<file path="config.mk">
export PLATFORM = sky130hd
export DESIGN_NAME = tlv493_sample_filter
export DESIGN_NICKNAME = d
export VERILOG_FILES = /design/src/rtl/tlv493_sample_filter.sv
export SDC_FILE = /design/constraint.sdc
export NUM_CORES = 1
export LEC_CHECK = 0
export BUFFER_PORTS_ARGS = -buffer_cell sky130_fd_sc_hd__buf_2
export CORE_MARGIN = 5
export CORE_UTILIZATION = 40
export DETAILED_ROUTE_END_ITERATION = 10
export PLACE_DENSITY = 0.67
export REMOVE_ABC_BUFFERS = 1
export SLEW_MARGIN = 10
export SYNTH_ARGS = -nofsm -noshare
export SYNTH_HDL_FRONTEND = slang
export SYNTH_SLANG_ARGS = --single-unit
</file>
<file path="constraint.sdc">
create_clock -name clock -period 12.54 [get_ports clock]
set_input_delay 1.254 -clock clock [delete_from_list [all_inputs] [get_ports clock]]
set_output_delay 1.254 -clock clock [all_outputs]
set_load 0.01 [all_outputs]
</file>
<file path="src/rtl/tlv493_sample_filter.sv">
// Per-axis offset removal and N-sample boxcar average for TLV493 frames, with
// frame-counter continuity checking and software-visible gap/overrun counters.
module tlv493_sample_filter #(
  parameter int AVG_LOG2 = 3
) (
  input  logic        clock,
  input  logic        reset_n,
  input  logic        sample_valid,
  input  logic [11:0] mag_x,
  input  logic [11:0] mag_y,
  input  logic [11:0] mag_z,
  input  logic [1:0]  frm,
  input  logic [11:0] offset_x,
  input  logic [11:0] offset_y,
  input  logic [11:0] offset_z,
  input  logic        clear,
  output logic        busy,
  output logic        out_valid,
  output logic [15:0] avg_x,
  output logic [15:0] avg_y,
  output logic [15:0] avg_z,
  output logic [15:0] frame_errors,
  output logic [7:0]  overruns,
  output logic [2:0]  dbg_state
);
  // Handshake: sample_valid is a one-cycle strobe, accepted only when busy is low;
  // out_valid is a one-cycle strobe with avg_* updated in that same cycle.
  typedef enum logic [2:0] {IDLE, AX_X, AX_Y, AX_Z, EMIT} state_t;

  localparam int N     = 1 << AVG_LOG2;
  localparam int SW    = 13 + AVG_LOG2;
  localparam int PW    = (AVG_LOG2 == 0) ? 1 : AVG_LOG2;
  localparam int FW    = AVG_LOG2 + 1;
  localparam int DEPTH = 1 << PW;
  localparam logic [FW-1:0] FULL    = FW'(N);
  localparam logic [PW-1:0] WP_LAST = PW'(N - 1);

  state_t state, state_nx;

  logic signed [12:0]   d_x, d_y, d_z;
  logic signed [SW-1:0] sum_x, sum_y, sum_z;
  logic signed [SW-1:0] sum_x_nx, sum_y_nx, sum_z_nx;
  logic signed [12:0]   ring_x [DEPTH];
  logic signed [12:0]   ring_y [DEPTH];
  logic signed [12:0]   ring_z [DEPTH];
  logic [FW-1:0]        fill, fill_inc;
  logic [PW-1:0]        wp, wp_nx;
  logic                 hist_valid;
  logic [1:0]           last_frm;
  logic                 full, gap;

  always_ff @(posedge clock or negedge reset_n) begin
    if (!reset_n) state <= IDLE;
    else          state <= state_nx;
  end

  always_comb begin
    state_nx = state;
    case (state)
      IDLE:    if (sample_valid) state_nx = AX_X;
      AX_X:    state_nx = AX_Y;
      AX_Y:    state_nx = AX_Z;
      AX_Z:    state_nx = EMIT;
      EMIT:    state_nx = IDLE;
      default: state_nx = IDLE;
    endcase
    if (clear) state_nx = IDLE;
  end

  assign busy      = (state != IDLE);
  assign dbg_state = state;

  // Once the window is full, the oldest entry at wp leaves as the new one enters.
  always_comb begin
    full     = (fill == FULL);
    gap      = hist_valid && (frm != last_frm + 2'd1);
    sum_x_nx = sum_x + SW'(d_x) - (full ? SW'(ring_x[wp]) : SW'(0));
    sum_y_nx = sum_y + SW'(d_y) - (full ? SW'(ring_y[wp]) : SW'(0));
    sum_z_nx = sum_z + SW'(d_z) - (full ? SW'(ring_z[wp]) : SW'(0));
    fill_inc = full ? fill : fill + FW'(1);
    wp_nx    = (wp == WP_LAST) ? '0 : wp + PW'(1);
  end

  always_ff @(posedge clock or negedge reset_n) begin
    if (!reset_n) begin
      out_valid    <= 1'b0;
      avg_x        <= '0;
      avg_y        <= '0;
      avg_z        <= '0;
      frame_errors <= '0;
      overruns     <= '0;
      fill         <= '0;
      wp           <= '0;
      sum_x        <= '0;
      sum_y        <= '0;
      sum_z        <= '0;
      d_x          <= '0;
      d_y          <= '0;
      d_z          <= '0;
      hist_valid   <= 1'b0;
      last_frm     <= '0;
    end else if (clear) begin
      out_valid    <= 1'b0;
      frame_errors <= '0;
      overruns     <= '0;
      fill         <= '0;
      wp           <= '0;
      sum_x        <= '0;
      sum_y        <= '0;
      sum_z        <= '0;
      hist_valid   <= 1'b0;
    end else begin
      out_valid <= 1'b0;
      if (sample_valid && state != IDLE && overruns != 8'hFF)
        overruns <= overruns + 8'd1;
      case (state)
        IDLE: if (sample_valid) begin
          d_x        <= 13'(signed'(mag_x)) - 13'(signed'(offset_x));
          d_y        <= 13'(signed'(mag_y)) - 13'(signed'(offset_y));
          d_z        <= 13'(signed'(mag_z)) - 13'(signed'(offset_z));
          last_frm   <= frm;
          hist_valid <= 1'b1;
          if (gap) begin
            if (frame_errors != 16'hFFFF) frame_errors <= frame_errors + 16'd1;
            fill  <= '0;
            wp    <= '0;
            sum_x <= '0;
            sum_y <= '0;
            sum_z <= '0;
          end
        end
        AX_X: sum_x <= sum_x_nx;
        AX_Y: sum_y <= sum_y_nx;
        // Window bookkeeping is folded into the AX_Z edge so out_valid and
        // avg_* are registered outputs during the EMIT cycle.
        AX_Z: begin
          sum_z <= sum_z_nx;
          wp    <= wp_nx;
          fill  <= fill_inc;
          if (fill_inc == FULL) begin
            out_valid <= 1'b1;
            avg_x     <= 16'(sum_x >>> AVG_LOG2);
            avg_y     <= 16'(sum_y >>> AVG_LOG2);
            avg_z     <= 16'(sum_z_nx >>> AVG_LOG2);
          end
        end
        default: ;
      endcase
    end
  end

  always_ff @(posedge clock) begin
    if (!clear) begin
      case (state)
        AX_X:    ring_x[wp] <= d_x;
        AX_Y:    ring_y[wp] <= d_y;
        AX_Z:    ring_z[wp] <= d_z;
        default: ;
      endcase
    end
  end
endmodule
</file>
==> metrics.cfg <==
[power_and_ir_drop]
pwr-share-clk = 0.302
power.density_nw_per_um2 = 186.6
internal_power_uw = 3344
switching_share = 0.3239
pwr-share-seq = 0.401
pwr-share-comb = 0.297
ir_drop_mv = 0.1160
p_sw_uw = 1602
p_leak_uw = 0.01092

[placement]
hpwl_um = 37340
port-buffer-count = 154
place.gp.congestion = 0.9239
placed_area_um2 = 24840

[clock_network]
cts-buffers-inserted = 49
path_clk_slew_ns = 0.06
cts-resized-gates = 0
clkLatencyLatePin_ns = 0.59
holdBufCountCts = 0
tritoncts = yes
cts-root-buf = clkbuf_16
cts_sinks = 476
clk_path_buf_depth = 3
cts_setup_buffers = 0
htree_levels = 2

[route]
avgViaCountPerCell = 5.365
wl_um = 55510
ant_nets = 0
drcViolationCount = 0
vias = 15350
drt_pass1_iterations = 5
wl_per_cell_um = 19.40
drtIter0Drc = 1189

[setup_path]
critPathMaxFanout = 26
worstSetupEndpointType = flop
cp.arrival_ns = 5.51
cp-start-kind = flop
cp_num_buf_inv = 2
worstSetupPathType = reg2reg
crit_family = compound AO/OA/AOI/OAI gates
path_cells = nor3_2 -> buf_4 -> a22o_1 -> a221oi_1 -> a31oi_1 -> fa_1 -> inv_1 -> ha_1 -> nor2b_1 -> o21a_1 -> o21a_1 -> o21ai_0 -> a211oi_1 -> or3_1 -> a32o_1
cpPeakStageDelay_ns = 0.94
required_ns = 13.02
crit_slowest_cell = nor3_2
cpMostUsedCell = o21a_1

[die]
row_count = 88
start_util = 0.4028
io_pins = 155
die_area_um2 = 62900
coreArea_um2 = 57590
die_w_um = 250.8
die_y_um = 250.8

[layout]
num_antenna_cells = 0
syn2layout_area_growth_pct = 14.30
final_common_cell = edfxtp_1
final_cell_mix = edfxtp_1, inv_1, dfrtp_1, buf_2, nand2_1
final_nets = 2275
drive_gt1_frac = 0.1622
finalInstanceArea_um2 = 26510

[synthesis]
mappedNetlistArea_um2 = 23190
synth_top_area_cell = edfxtp_1
async_flop_share = 0.3445
avgSynthCellArea_um2 = 12.21
synthCells = 1899
synthTopCellsByArea = edfxtp_1, dfrtp_1, ha_1
synth_ff_type = edfxtp_1
ys_seq_area_frac = 0.5809
synth_edf_count = 312
ys.warnings.count = 0
synth_seq_cells = 476
synth_cell_type_count = 75
synth_top_area_frac = 0.4039

[run]
drv_cap = 0

[timing]
hold_violations = 0
setup_tns_ns = 0
period_share = 0.4012
tightest_slew_ns = 1.152
slew_violations = 0
rsz0062_at_grt = no
setup_violations = 0
timing.fmax_ghz = 0.1988
fin_crit_ns = 5.031
maxSlewHeadroom = 0.2293
finalClockSkew_ns = 0.02181

[global_routing]
track_usage = 0.1726
grt_pass1_vias = 15390
grt_pass1_wl_um = 87090
antenna_found_initial = 1
grt_overflow = 0
grt_start_max_net_pins = 105

[hold_path]
min_path_type = reg2reg

[run_status]
status = complete, no violations

==> final timing paths <==
kind,start,to,slack [ns],cells past startpoint
max,wp[0]$_DFFE_PN0P_,sum_x[12]$_DFFE_PN0P_,7.51,15
min,avg_x[3]$_DFFE_PN0P_,avg_x[3]$_DFFE_PN0P_,0.49,1
max reg2reg,wp[0]$_DFFE_PN0P_,sum_x[12]$_DFFE_PN0P_,7.51,15
min reg2reg,avg_x[3]$_DFFE_PN0P_,avg_x[3]$_DFFE_PN0P_,0.49,1
max in group asynchronous,reset_n,sum_y[0]$_DFFE_PN0P_,10.28,2
min in group asynchronous,reset_n,frame_errors[12]$_DFFE_PN0P_,0.77,1
==> final cells by class <==
type	instances	area, um^2
Timing Repair Buffer	187	1025
Clock buffer	62	1346
Fill cell	5144	31070
Tap cell	765	957.2
Clock inverter	29	324.1
Multi-Input combinational cell	1114	8529
Inverter	228	855.8
Sequential cell	476	13470
==> kinds of logic after synthesis <==
| family | Yosys count | share of synthesized area |
|---|---|---|
| xor gates and xnor gates | 86 | 0.03248 |
| and+or+nand+nor | 356 | 0.07418 |
| DFF | 476 | 0.5809 |
| muxes | 45 | 0.02158 |
| AOI/OAI and AO/OA | 486 | 0.1461 |
| adders and majority gates | 141 | 0.09160 |
| buffers and inverters | 309 | 0.05314 |
==> per-stage QoR <==
stage          hold slack (ns)  worst slack, ns  power [uW]  instances  utilization
4_1_cts                 0.4943            7.548        4982       2861       0.4604
5_1_grt                 0.5215            7.278        5259       2861       0.4604
3_3_place_gp            0.4646            7.714        3427       2770       0.4314
2_1_floorplan           0.4498            6.905        3087       1818            -
6_report                0.4868            7.509        4946       2861       0.4604
3_5_place_dp            0.4790            7.588        3474       2770       0.4314
==> power groups by stage <==
| stage | clock network [uW] | logic, uW | registers [uW] |
|---|---|---|---|
| after floorplan | 0 | 1130 | 1950 |
| after global placement | 0 | 1420 | 2010 |
| after detailed placement | 0 | 1460 | 2020 |
| after CTS | 1530 | 1470 | 1990 |
| after global routing | 1600 | 1660 | 2010 |
| final | 1490 | 1470 | 1990 |
==> per-layer routing <==
metal | global-route usage | vias up | part of all wire
met3 | 0.02969 | 81 | 0.062
met2 | 0.2969 | 493 | 0.49
li1 | - | 7180 | -
met1 | 0.2305 | 7595 | 0.42
met4 | 0.04039 | 0 | 0.020
met5 | 0 | - | 0
==> cell usage after synthesis (10+ instances only) <==
cell type,count
edfxtp_1,312
inv_1,228
dfrtp_1,164
nand2_1,116
a22oi_1,104
o21ai_0,99
nor2_1,95
ha_1,93
a21oi_1,52
fa_1,48
xor2_1,48
clkbuf_1,47
a22o_1,44
mux2_2,38
xnor2_1,38
a31oi_1,33
a21o_1,30
a221oi_1,26
nand3_1,22
nor2b_1,22
buf_2,19
o21a_1,18
nor3_1,17
and3_1,14
nand4_1,12
a211oi_1,11
nand2b_1,11
a41oi_1,10
==> state kept, by name, indices dropped and copies added, names as in the netlist, 2 cells and up <==
name and flops:
d_x 13, avg_z 13, d_y 13, frame_errors 16
avg_x 13, sum_z 16, fill 4, avg_y 13
dbg_state 3, ring_z 104, ring_x 104, sum_x 16
overruns 8, sum_y 16, ring_y 104, last_frm 2
d_z 13, wp 3
Power figures use the tool's default switching activity.
